==> src/rtl/instruction_loader.sv <==
// instruction_loader: assembles little-endian UART bytes into words and writes them to instruction memory
module instruction_loader #(
  parameter int MEM_SIZE = 64,
  parameter int WORD_WIDTH = 32,
  parameter int ADDR_LENGTH = 32,
  parameter int BYTE_WIDTH = 8,
  parameter logic [WORD_WIDTH-1:0] HALT_WORD = 32'hFFFFFFFF
) (
  input  logic                   i_clk,
  input  logic                   i_reset,
  input  logic                   i_Start,
  input  logic                   i_Rx_Done,
  input  logic [BYTE_WIDTH-1:0]  i_Rx_Byte,
  output logic                   o_Wr_En,
  output logic [ADDR_LENGTH-1:0] o_Wr_Addr,
  output logic [WORD_WIDTH-1:0]  o_Wr_Data,
  output logic                   o_Busy,
  output logic                   o_Load_Done,
  output logic                   o_Overflow,
  output logic [ADDR_LENGTH-1:0] o_Word_Count
);
  typedef enum logic [1:0] {IDLE, RECEIVE, WRITE, DONE} state_t;
  state_t state, next;
  logic [1:0] bcnt;
  logic [WORD_WIDTH-1:0] buffer;
  logic [ADDR_LENGTH-1:0] wcnt;
  logic ovf, halt, last, idle_like;
  assign halt = buffer == HALT_WORD;
  assign last = wcnt == ADDR_LENGTH'(MEM_SIZE - 1);
  assign idle_like = state == IDLE || state == DONE;
  always_comb begin
    next = state;
    if (idle_like)
      next = i_Start ? RECEIVE : state;
    else if (state == RECEIVE)
      next = (i_Rx_Done && &bcnt) ? WRITE : RECEIVE;
    else
      next = (halt || last) ? DONE : RECEIVE;
  end
  always_ff @(posedge i_clk or posedge i_reset)
    if (i_reset) state <= IDLE;
    else state <= next;
  // Internal counters run one cycle ahead; every output is a registered copy of them.
  always_ff @(posedge i_clk or posedge i_reset) begin
    if (i_reset) begin
      bcnt <= '0;
      buffer <= '0;
      wcnt <= '0;
      ovf <= 1'b0;
      o_Wr_En <= 1'b0;
      o_Wr_Addr <= '0;
      o_Wr_Data <= '0;
      o_Busy <= 1'b0;
      o_Load_Done <= 1'b0;
      o_Overflow <= 1'b0;
      o_Word_Count <= '0;
    end else begin
      if (state == IDLE || (state == DONE && i_Start)) begin
        bcnt <= '0;
        wcnt <= '0;
        ovf <= 1'b0;
      end
      if ((state == RECEIVE || state == WRITE) && i_Rx_Done) begin
        buffer[int'(bcnt)*BYTE_WIDTH +: BYTE_WIDTH] <= i_Rx_Byte;
        bcnt <= bcnt + 2'd1;
      end
      if (state == WRITE) begin
        wcnt <= wcnt + 1'b1;
        ovf <= !halt && last;
        o_Wr_Addr <= wcnt;
        o_Wr_Data <= buffer;
      end
      o_Wr_En <= state == WRITE;
      o_Busy <= state == RECEIVE || state == WRITE;
      o_Load_Done <= state == DONE;
      o_Overflow <= ovf;
      o_Word_Count <= wcnt;
    end
  end
endmodule

==> config.mk <==
export PLATFORM = sky130hd
export DESIGN_NAME = instruction_loader
export DESIGN_NICKNAME = d
export VERILOG_FILES = /design/src/rtl/instruction_loader.sv
export SDC_FILE = /design/constraint.sdc
export NUM_CORES = 1
export LEC_CHECK = 0
export ABC_AREA = 1
export BUFFER_PORTS_ARGS = -buffer_cell sky130_fd_sc_hd__buf_2
export CAP_MARGIN = 10
export CORE_MARGIN = 8
export CORE_UTILIZATION = 39
export CTS_CLUSTER_SIZE = 24
export DETAILED_ROUTE_END_ITERATION = 8
export PLACE_DENSITY_LB_ADDON = 0.05
export SYNTH_ARGS = -nofsm -noshare
export SYNTH_HDL_FRONTEND = slang
export SYNTH_SLANG_ARGS = --single-unit
==> constraint.sdc <==
create_clock -name i_clk -period 9.7 [get_ports i_clk]
set_input_delay 1.455 -clock i_clk [delete_from_list [all_inputs] [get_ports i_clk]]
set_output_delay 1.455 -clock i_clk [all_outputs]
set_load 0.02 [all_outputs]
==> results.cfg <==
[critical_path]
crit_type = flip-flop to flip-flop
rr_startpoint = state[0]
crit_fanout = 88
reg2regPathDepth = 10
cp.arrival_ns = 3.59
crit_required_ns = 10.07
r2r_slack_ns = 6.47
worst_setup_path_start_kind = flip-flop
r2r-end = wcnt[10]
crit_path_end_kind = flip-flop

[sta]
setup_violations = 0
tightest_slew_ns = 1.01
setup_ws_ns = 6.47
tns_ns = 0
hold_violations = 0
worst_hold_slack_ns = 0.378
min_period_ns = 3.23
final-max-slew-violation-count = 0
slew_headroom = 0.328
clock_skew_ns = 0.00819
grt_setup_unrepaired = no
fmax_ghz = 0.310
final.period_utilization = 0.333

[die]
coreArea_mm2 = 0.0185
start_util = 0.393
dieArea_mm2 = 0.0233
rows = 50
die_width_um = 153
io_pins = 112
die_h_um = 153

[logic_synthesis]
synth_area_leader_cell = dfrtp_1
syn_nets = 860
synth-seq-area-share = 0.581
synth_cells = 837
synth.top_cell.area_share = 0.581
syn_area_mm2 = 0.00728
synth.avg_cell_area_um2 = 8.70
yosysWarnings = 0
ys_seq_elements = 169
yosys-top-cells-area = dfrtp_1 58%, nand2_1 13%, o21ai_0 5.5%, inv_1 5.0%, nor2_1 4.3%
ys_types = 30

[cells_and_area]
drive_gt1_frac = 0.189
antennaDiodeCount = 0
fill_cells = 1829
fin_cells = 1196
synthToLayoutAreaGrowth_pct = 19.3
fin_nets = 972

[global_route]
grt_max_degree = 114
overflow = 0
grt_antenna_before_repair = 0
track_usage = 0.169
grt_pass1_vias = 5704
grt_pass1_wl_mm = 31.4

[clock_network]
holdBufCountCts = 0
cts.clk_slew.worst_paths_ns = 0.06
numCtsBuffers = 17
clk_latency_ns = 0.43
clock_sinks = 169
cts_setup_buffers = 0
cts_resized = 0
cts_tree = done
ctsHtreeMaxLevel = 4
cts_buffer_depth = 2
root_buffer = clkbuf_16

[detailed_routing]
firstDrtPassIters = 4
via_per_inst = 4.66
dr_total_vias = 5571
detail-route-antenna-nets = 0
post_drt_wl_per_cell_um = 15.9
drt_iter0_drc = 260
wl_mm = 19.0
drc = 0

[min_path]
hold_end = o_Overflow
min_path_type = flip-flop to flip-flop
hold-path-cell-count = 0
hold_start = ovf

[place]
hpwl_mm = 13.7
place_inst = 1164
place_ws_ns = 6.48
routabilityCongestion = 0.820
port_buffers = 111

[run_status]
status = complete, no violations

[run]
drv_cap = 0

[power_and_ir_drop]
power.leakage_nw = 4.55
powerDensity_mw_per_mm2 = 273
ir_drop_mv = 0.140
power.total_mw = 2.37
routing by layer:
| layer | vias to the layer above | routed length (um) | global-route usage |
|---|---|---|---|
| met4 | 0 | 347 | 0.0613 |
| met1 | 2598 | 8700 | 0.212 |
| met5 | - | 0 | 0 |
| met3 | 26 | 638 | 0.0386 |
| met2 | 97 | 9290 | 0.280 |
| li1 | 2850 | - | - |
placed cells by master, fill, tap and decap left out, types with 8 or more instances in the layout:
master	count
clkbuf_16	17
ha_1	11
nand2_1	260
nor2_1	83
o31ai_1	8
nand2_2	10
o22ai_1	16
dfrtp_1	169
o21ai_0	80
inv_1	96
buf_2	111
nand3_1	41
sequential cells by signal, indices dropped and copies added (netlist names):
register	count
buffer	32
o_Word_Count	32
o_Wr_En	1
ovf	1
wcnt	32
o_Load_Done	1
o_Wr_Addr	32
o_Busy	1
state	2
o_Overflow	1
o_Wr_Data	32
bcnt	2
logic make-up (layout without fill, tap and decap cells):
family                   Yosys count  in the layout  synth area share
adder cells (fa/ha/maj)           11             11            0.0189
AND/OR/NAND/NOR                  418            418             0.245
AO/OA/AOI/OAI                    116            116            0.0861
flip-flops                       169            169             0.581
buffers and inverters            122            247            0.0677
XOR/XNOR                           1              1           0.00120
synthesized netlist by cell type, drive strengths merged:
| cell type | number |
|---|---|
| a21oi | 5 |
| nor2 | 97 |
| nor3 | 1 |
| dfrtp | 169 |
| o31ai | 8 |
| ha | 11 |
| nand2 | 273 |
| o22ai | 16 |
| o21ai | 86 |
| nand4 | 2 |
| xor2 | 1 |
| inv | 99 |
| nand3b | 1 |
| nand3 | 44 |
| clkinv | 2 |
| clkbuf | 6 |
| o21bai | 1 |
| buf | 15 |
through the flow:
stage | cell area (um2) | utilization
6_report | 8680 | 0.469
3_3_place_gp | 8050 | 0.435
4_1_cts | 8680 | 0.469
2_1_floorplan | 7280 | -
5_1_grt | 8680 | 0.469
3_5_place_dp | 8050 | 0.435
worst max path at each step:
stage,from,to
global route,state[0],wcnt[11]
detailed placement,state[0],wcnt[5]
CTS,state[0],wcnt[11]
floorplan,i_reset,bcnt[0]
global placement,i_reset,buffer[7]
finish,state[0],wcnt[10]
critical path, stage by stage, from the launching register on:
cell and delay [ns]:
dfrtp_1 0.40, inv_1 0.10, ha_1 0.15, buf_4 0.42, clkinv_2 0.45, buf_4 0.47, nand2_2 0.34, clkinv_1 0.32
o21ai_0 0.23, o21ai_0 0.10, inv_1 0.06
power by group:
group	switching (mW)	leakage, nW	internal [mW]	total (mW)
logic	0.407	1.94	0.180	0.588
clock network	0.293	0.299	0.440	0.733
registers	0.156	2.32	0.890	1.05
cell type report:
class                      count  area, um2  share of cell area
clock buffer                  18        439              0.0506
clock inverter                14        195              0.0225
inverter                     101        390              0.0450
multi-input combinational    546       2560               0.295
sequential                   169       4230               0.487
tap                          234        293              0.0337
timing repair buffer         114        578              0.0666
(Power assumes the default switching activity.)
